==> src/rtl/matrix_subtractor_2x2_seq.sv <==
// 2x2 matrix subtractor: recovers B = C - A one element per cycle behind a
// valid/ready handshake, flagging elements whose true difference leaves AW bits.
module matrix_subtractor_2x2_seq #(
   parameter int AW = 3,
   parameter int CW = 4
) (
   input  logic          clk,
   input  logic          rst_n,
   input  logic          in_valid,
   output logic          in_ready,
   input  logic [AW-1:0] a11,
   input  logic [AW-1:0] a12,
   input  logic [AW-1:0] a21,
   input  logic [AW-1:0] a22,
   input  logic [CW-1:0] c11,
   input  logic [CW-1:0] c12,
   input  logic [CW-1:0] c21,
   input  logic [CW-1:0] c22,
   output logic          out_valid,
   input  logic          out_ready,
   output logic [AW-1:0] b11,
   output logic [AW-1:0] b12,
   output logic [AW-1:0] b21,
   output logic [AW-1:0] b22,
   output logic [3:0]    err,
   output logic          busy
);

   typedef enum logic [1:0] {IDLE, CALC, DONE} state_t;

   state_t               state_q, state_d;
   logic [1:0]           idx_q, idx_d;
   logic [3:0][AW-1:0]   a_q, a_d;
   logic [3:0][CW-1:0]   c_q, c_d;
   logic [3:0][AW-1:0]   b_q, b_d;
   logic [3:0]           err_q, err_d;
   logic [AW:0]          elem;
   logic                 accept;

   // Returns {range_error, wrapped_difference}. d always fits in CW+1 signed
   // bits, so any set bit from AW upward means negative or above 2^AW-1.
   function automatic logic [AW:0] sub_elem(input logic [AW-1:0] a,
                                            input logic [CW-1:0] c);
      logic signed [CW:0] d;
      d = $signed({1'b0, c}) - $signed({{(CW+1-AW){1'b0}}, a});
      return {(|d[CW:AW]), d[AW-1:0]};
   endfunction

   assign accept = in_valid && in_ready;
   assign elem   = sub_elem(a_q[idx_q], c_q[idx_q]);

   always_ff @(posedge clk or negedge rst_n) begin
      if (!rst_n) begin
         state_q <= IDLE;
      end else begin
         state_q <= state_d;
      end
   end

   always_comb begin
      state_d = state_q;
      case (state_q)
         IDLE:    if (in_valid) state_d = CALC;
         CALC:    if (idx_q == 2'd3) state_d = DONE;
         DONE:    if (out_ready) state_d = IDLE;
         default: state_d = IDLE;
      endcase
   end

   always_comb begin
      in_ready  = (state_q == IDLE);
      out_valid = (state_q == DONE);
      busy      = (state_q != IDLE);
   end

   always_comb begin
      a_d   = a_q;
      c_d   = c_q;
      b_d   = b_q;
      err_d = err_q;
      idx_d = idx_q;
      if (accept) begin
         a_d   = {a22, a21, a12, a11};
         c_d   = {c22, c21, c12, c11};
         b_d   = '0;
         err_d = '0;
         idx_d = 2'd0;
      end else if (state_q == CALC) begin
         b_d[idx_q]   = elem[AW-1:0];
         err_d[idx_q] = elem[AW];
         idx_d        = idx_q + 2'd1;
      end
   end

   always_ff @(posedge clk or negedge rst_n) begin
      if (!rst_n) begin
         idx_q <= 2'd0;
         a_q   <= '0;
         c_q   <= '0;
         b_q   <= '0;
         err_q <= '0;
      end else begin
         idx_q <= idx_d;
         a_q   <= a_d;
         c_q   <= c_d;
         b_q   <= b_d;
         err_q <= err_d;
      end
   end

   assign b11 = b_q[0];
   assign b12 = b_q[1];
   assign b21 = b_q[2];
   assign b22 = b_q[3];
   assign err = err_q;

endmodule

==> config.mk <==
export PLATFORM = sky130hd
export DESIGN_NAME = matrix_subtractor_2x2_seq
export DESIGN_NICKNAME = d
export VERILOG_FILES = /design/src/rtl/matrix_subtractor_2x2_seq.sv
export SDC_FILE = /design/constraint.sdc
export NUM_CORES = 1
export LEC_CHECK = 0
export ABC_AREA = 1
export CAP_MARGIN = 30
export CORE_MARGIN = 2
export CORE_UTILIZATION = 34
export DETAILED_ROUTE_END_ITERATION = 10
export GPL_ROUTABILITY_DRIVEN = 0
export PLACE_DENSITY = 0.56
export REMOVE_ABC_BUFFERS = 1
export SLEW_MARGIN = 20
export SYNTH_ARGS = -nofsm -noshare
export SYNTH_HDL_FRONTEND = slang
export SYNTH_SLANG_ARGS = --single-unit
export TNS_END_PERCENT = 10
==> constraint.sdc <==
create_clock -name clk -period 3.2 [get_ports clk]
set_input_delay 0.64 -clock clk [delete_from_list [all_inputs] [get_ports clk]]
set_output_delay 0.64 -clock clk [all_outputs]
set_load 0.01 [all_outputs]
==> flow_summary_export.csv, run 1 <==
group,metric,value,unit
timing,fin_skew,7.55,ps
timing,max_clock_freq,410,MHz
job,maxCapViolCount,0,
global_route,track_usage,13.8,%
yosys,synth-seq-cells,48,
worst_setup_path,r2r_start,"idx_q[0]",
worst_setup_path,startpoint,"idx_q[0]",
yosys,async_reset_ff_share,100,%
power,internal_power,1.69,mW
yosys,synth_ff_type,"dfrtp_1",
worst_setup_path,cp_cell_sequence,"inv_2 > nand2_1 > a32o_1 > ha_1 > fa_1 > o21bai_1 > nand2_1 > nand2_1 > nand2_1 > nand2_1 > nand2_1",
worst_setup_path,timing.rr.end,"err[1]",
yosys,synth_area_leader_cell,"dfrtp_1",
worst_setup_path,crit_fanout,18,
routing,wl_per_cell,11.9,µm
timing,finalHoldViolCount,0,
floorplanning,num_io_pins,51,
timing,post-route-period-util,76.3,%
power,p_comb_share,51.9,%
cells_and_area,design_area,2930,µm²
cts,htree_num_levels,2,
worst_setup_path,cpPeakStageDelay,570,ps
power,power_frac_clock,12.4,%
timing,whs,353,ps
timing,post-route-min-period,2440,ps
yosys,synth-xor-area-share,0.384,%
yosys,synth_top_area_share,52.6,%
yosys,synth_fa_ha_area_share,4.71,%
power,p_sw,1.30,mW
cells_and_area,finalNonFillerCells,396,
placed_design,place_area,2840,µm²
cells_and_area,layout-drive-gt1-share,7.21,%
timing,finalSetupViolations,0,
global_route,grt_pass1_wl,8160,µm
yosys,synth_common_cells,"nand2_1 (135), dfrtp_1 (48), o21ai_0 (15)",
global_route,grt_pass1_vias,1787,
global_route,grt_remaining_overflow,0,
placed_design,numPortBuffers,50,
worst_setup_path,arrival,2630,ps
routing,drc,0,
routing,firstDrtPassIters,4,
hold_path,hold_class,"primary input to asynchronous set/reset pin",
cts,ctsHoldBuffers,0,
global_route,grt_start_max_net_pins,36,
cts,root_buffer,"clkbuf_8",
cells_and_area,area_growth,28.3,%
floorplanning,dieHeight,86.0,µm
timing,relSlewSlack,57.4,%
yosys,synth_top_family_by_area,"simple AND/OR/NAND/NOR gates",
cts,cts_buffer_depth,2,
placed_design,dp_cells,388,
cts,clk_pin_slew,90,ps
yosys,netlist_area,2280,µm²
floorplanning,start_util,35.6,%
cts,cts_tree,"done",
worst_setup_path,cp_common_cell,"nand2_1",
floorplanning,row_count,29,
floorplanning,core_area,6420,µm²
yosys,yosysMostFrequentCell,"nand2_1",
yosys,syn_avg_cell_area,8.52,µm²
yosys,ys.warnings.count,0,
worst_setup_path,reg2regPathDepth,11,
routing,ant_nets,0,
cts,cts_setup_buffers,0,
routing,drt_iter0_markers,92,
cells_and_area,antennaDiodeCount,0,
power,swShare,43.5,%
yosys,synthSimpleGateAreaFrac,27.7,%
timing,layout_setup_ws,758,ps
yosys,synth-compound-area-share,8.44,%
worst_setup_path,worstSetupEndpointType,"register",
cells_and_area,fin_nets,358,
yosys,synth_seq_area_share,52.6,%
placed_design,dp_slack,766,ps
power,ir_drop,342,µV
yosys,syn_inst,268,
routing,vias,1813,
timing,tns,0,ps
yosys,synthDistinctLibCells,27,
floorplanning,die-area,7390,µm²
power,power_density,1020,nW/µm²
yosys,synth_edf_count,0,
cts,cts_resized,0,
worst_setup_path,cp_slowest_cell,"dfrtp_1",
run_status,outcome,"finished clean",
power,p_seq_share,35.7,%
global_route,antenna_found_initial,0,
yosys,synth_mux_area_share,0,%
worst_setup_path,startpoint_type,"register",
timing,worstMarginPinSlew,639,ps
worst_setup_path,cp.required,3390,ps
routing,wl,4700,µm
power,leakage,1.48,nW
routing,vias_per_cell,4.58,
cts,cts_made_buffers,5,
timing,rsz0062_at_grt,"false",
cts,clk-insertion-delay-late,300,ps
worst_setup_path,critPathKind,"register to register",
yosys,yosys-top-cells-area,"dfrtp_1 (53%), nand2_1 (22%), ha_1 (3.8%)",
worst_setup_path,rrSetupSlack,760,ps
timing,report.final.slew_viol_count,0,
floorplanning,dieWidth,86.0,µm
cts,cts_sinks,48,
worst_setup_path,cp-endpoint,"err[1]",
placed_design,dp_hpwl,3390,µm
critical path: cells and delay by family (launching register included):
| kind | cells | cell delay (ps) |
|---|---|---|
| and+or+nand+nor | 6 | 420 |
| buffers and inverters | 1 | 320 |
| adders and majority gates | 2 | 640 |
| DFF | 1 | 570 |
| AOI/OAI and AO/OA | 2 | 390 |
sequential cells by signal (all words and copies together), names as in the netlist:
register	flops
a_q	12
b12	3
err	4
c_q	16
idx_q	2
b22	3
state_q	2
b21	3
b11	3
kinds of logic after synthesis:
| family | Yosys count |
|---|---|
| flip-flops | 48 |
| AND/OR/NAND/NOR | 152 |
| buffers and inverters | 27 |
| adder cells (fa/ha/maj) | 8 |
| XOR/XNOR | 1 |
| AO/OA/AOI/OAI | 32 |
layer usage:
| layer | up-vias | GRT usage (%) | share of wire (%) | wire length, µm |
|---|---|---|---|---|
| li1 | 942 | - | - | - |
| met1 | 818 | 19.2 | 51 | 2390 |
| met2 | 48 | 21.8 | 44 | 2050 |
| met3 | 5 | 2.41 | 4.6 | 214 |
| met4 | 0 | 4.76 | 0.98 | 46 |
| met5 | - | 0 | 0 | 0 |
how the worst min path moves through the flow:
stage / start / end / slack [ps]
after floorplan: rst_n / a_q[0] / 340
after global placement: b22[1] / b22[1] / 470
after detailed placement: a_q[7] / a_q[7] / 470
after CTS: rst_n / state_q[1] / 380
after global routing: rst_n / idx_q[1] / 400
final: rst_n / state_q[1] / 350
power by group through the flow:
stage                     Sequential, mW  Combinational, mW  Clock (mW)
after global placement              1.08               1.55           0
after floorplan                     1.06               1.04           0
after global routing                1.11               1.80       0.404
after CTS                           1.07               1.58       0.379
after detailed placement            1.08               1.58           0
final                               1.07               1.55       0.372
final cells by class:
type	instances	area, µm²
Fill cell	673	3490
Sequential cell	48	1200
Multi-Input combinational cell	193	942
Timing Repair Buffer	51	523
Tap cell	77	96.3
Clock buffer	8	90.1
Inverter	19	76.3
metrics by stage:
stage	utilization (%)	power (mW)
6_report	45.6	3.00
5_1_grt	45.6	3.32
4_1_cts	45.6	3.03
3_5_place_dp	44.2	2.66
3_3_place_gp	43.8	2.63
2_1_floorplan	-	2.10
cells in the final DEF, fill, tap and decap left out:
master | netlist | final
nor2_4 | 1 | 1
nor2_1 | 5 | 5
inv_2 | 4 | 4
clkbuf_8 | 0 | 6
nor2_8 | 1 | 1
o21bai_1 | 1 | 1
nand2_2 | 4 | 4
o31ai_1 | 1 | 1
o21ai_1 | 2 | 2
a32o_1 | 2 | 2
a32oi_1 | 2 | 2
nand3_1 | 4 | 4
o21ai_2 | 2 | 2
nand2_4 | 1 | 1
clkdlybuf4s50_1 | 0 | 49
dfrtp_1 | 48 | 48
xor2_1 | 1 | 1
fa_1 | 1 | 1
inv_6 | 1 | 1
ha_1 | 7 | 7
o22ai_1 | 2 | 2
inv_1 | 14 | 14
buf_16 | 0 | 1
buf_2 | 3 | 1
nand2_8 | 1 | 1
o21ai_0 | 15 | 15
nand2_1 | 135 | 135
a21oi_1 | 5 | 5
clkbuf_1 | 0 | 2
No activity file was read; power rests on OpenSTA's default activity.
==> run 2, diff against run 1 <==
- PLACE_DENSITY: 0.56 -> 0.58
- clock period: 3.2 -> 2 ns (I/O delays scaled with it)
==> run 2 against run 1 <==
Compared with the run above:
- sequential power grew 55%
- die area is the same
- register-to-register slack lost 720 ps
- via count grew 1.0%
- first-iteration DRC count shrank 12%
- cell count grew 3.0%
- sequential cell count is the same
- critical path type unchanged
- highest routed layer unchanged
==> flow_summary_export.csv, run 2 (same netlist as run 1, synthesis figures left out) <==
group,metric,value,unit
cells_and_area,layout-drive-gt1-share,13.0,%
cells_and_area,finalNonFillerCells,408,
global_route,grt_pass1_vias,1828,
cells_and_area,final_cell_mix,"nand2_1 (134), clkdlybuf4s50_1 (49), dfrtp_1 (47)",
placed_design,numPortBuffers,50,
timing,rsz0062_at_grt,"true",
global_route,grt_remaining_overflow,0,
worst_setup_path,startpoint_type,"register",
worst_setup_path,cp.required,2200,ps
job,maxCapViolCount,0,
timing,tns,0,ps
cts,root_buffer,"clkbuf_8",
power,power_density,1710,nW/µm²
cells_and_area,design_area,3040,µm²
global_route,grt_start_max_net_pins,36,
floorplanning,row_count,29,
worst_setup_path,critPathKind,"register to register",
routing,vias_per_cell,4.49,
timing,worstMarginPinSlew,516,ps
global_route,grt_pass1_wl,8270,µm
power,swShare,42.3,%
worst_setup_path,worstSetupEndpointType,"register",
worst_setup_path,r2r_start,"idx_q[0]",
timing,post-route-period-util,97.9,%
cells_and_area,fillerInstances,661,
worst_setup_path,crit_fanout,6,
placed_design,dp_cells,398,
floorplanning,core_area,6420,µm²
routing,wl,4730,µm
routing,drc,0,
worst_setup_path,arrival,2160,ps
cells_and_area,fin_nets,370,
routing,drt_iter0_markers,81,
routing,ant_nets,0,
power,p_sw,2.20,mW
floorplanning,dieWidth,86.0,µm
floorplanning,num_io_pins,51,
timing,report.final.slew_viol_count,0,
cts,htree_num_levels,2,
power,leakage,1.53,nW
cells_and_area,largest_reg_flops,16,
cells_and_area,layout_commonest_cell,"nand2_1",
cts,cts_tree,"done",
cts,clk_pin_slew,90,ps
power,power_frac_clock,11.4,%
cells_and_area,regMostFlops,"c_q",
floorplanning,dieHeight,86.0,µm
cts,cts_sinks,48,
floorplanning,start_util,35.6,%
cts,clk-insertion-delay-late,300,ps
hold_path,hold_class,"primary input to asynchronous set/reset pin",
timing,max_clock_freq,511,MHz
timing,fin_skew,5.92,ps
routing,wl_per_cell,11.6,µm
global_route,antenna_found_initial,0,
cells_and_area,antennaDiodeCount,0,
timing,finalSetupViolations,0,
routing,vias,1832,
cts,ctsHoldBuffers,0,
placed_design,place_area,2910,µm²
global_route,track_usage,13.8,%
cells_and_area,area_growth,33.2,%
cts,cts_buffer_depth,2,
timing,post-route-min-period,1960,ps
run_status,outcome,"finished clean",
power,p_seq_share,32.0,%
power,internal_power,3.00,mW
placed_design,dp_hpwl,3490,µm
timing,finalHoldViolCount,0,
worst_setup_path,startpoint,"idx_q[0]",
timing,relSlewSlack,65.6,%
power,p_comb_share,56.6,%
timing,whs,61.4,ps
routing,firstDrtPassIters,4,
floorplanning,die-area,7390,µm²
cts,cts_made_buffers,5,
worst_setup_path,reg2regPathDepth,11,
power,ir_drop,565,µV
[run 2: cell count changes in the layout (fill, tap and decap cells not counted), sizes merged]
cell	change
buf	+12
clkbuf	-2
clkinv	+2
[run 2: what timing repair did]
action | CTS | global route
resized for setup | 4 | 6
pin swaps | 1 | 3
endpoints found under the setup margin | 6 | 10
setup buffers | 1 | 1
gates cloned | 0 | 0
[run 2: critical path, stage by stage (launching register included)]
cell and delay (ps):
dfrtp_1 430, buf_4 170, o21ai_0 160, o22ai_1 90
ha_1 210, fa_2 350, o21bai_1 130, nand2_1 70
nand2_1 70, nand2_2 70, nand2_1 60, nand2_1 40
[run 2: layout make-up]
class                   count  area (µm²)  share of cell area [%]
flip-flops and latches     48        1200                    39.5
multi-input cells         193         967                    31.8
repair buffers             63         606                    19.9
well taps                  77        96.3                    3.17
clock buffers               6        82.6                    2.72
inverters                  19        76.3                    2.51
clock inverters             2        10.0                   0.329
[run 2: routing by layer]
layer	GRT usage [%]	vias up	routed length, µm
li1	-	959	-
met1	18.0	830	2380
met2	23.2	39	2120
met3	3.46	4	200
met4	3.17	0	31
met5	0	-	0
[run 2: power groups by stage]
stage                     sequential (mW)  combinational (mW)  clock [mW]
after detailed placement             1.68                2.82           0
after CTS                            1.67                2.96       0.608
after floorplan                      1.69                1.66           0
after global placement               1.69                2.76           0
final                                1.66                2.94       0.593
after global routing                 1.72                3.38       0.654
[run 2: metrics by stage]
stage / total power, mW / util (%) / worst slack (ps)
2_1_floorplan: 3.35 / - / -166
3_3_place_gp: 4.45 / 45.3 / -19.0
3_5_place_dp: 4.50 / 45.3 / -50.9
4_1_cts: 5.23 / 47.2 / 14.6
5_1_grt: 5.75 / 47.3 / -119
6_report: 5.20 / 47.3 / 42.3
[run 2: final timing paths]
path                       endpoint  slack [ps]
hold / removal               b22[2]          60
min in group clk             a_q[3]         480
setup reg to reg             err[1]          40
setup / recovery             err[1]          40
hold reg to reg              a_q[3]         480
max in group asynchronous   a_q[11]        1420
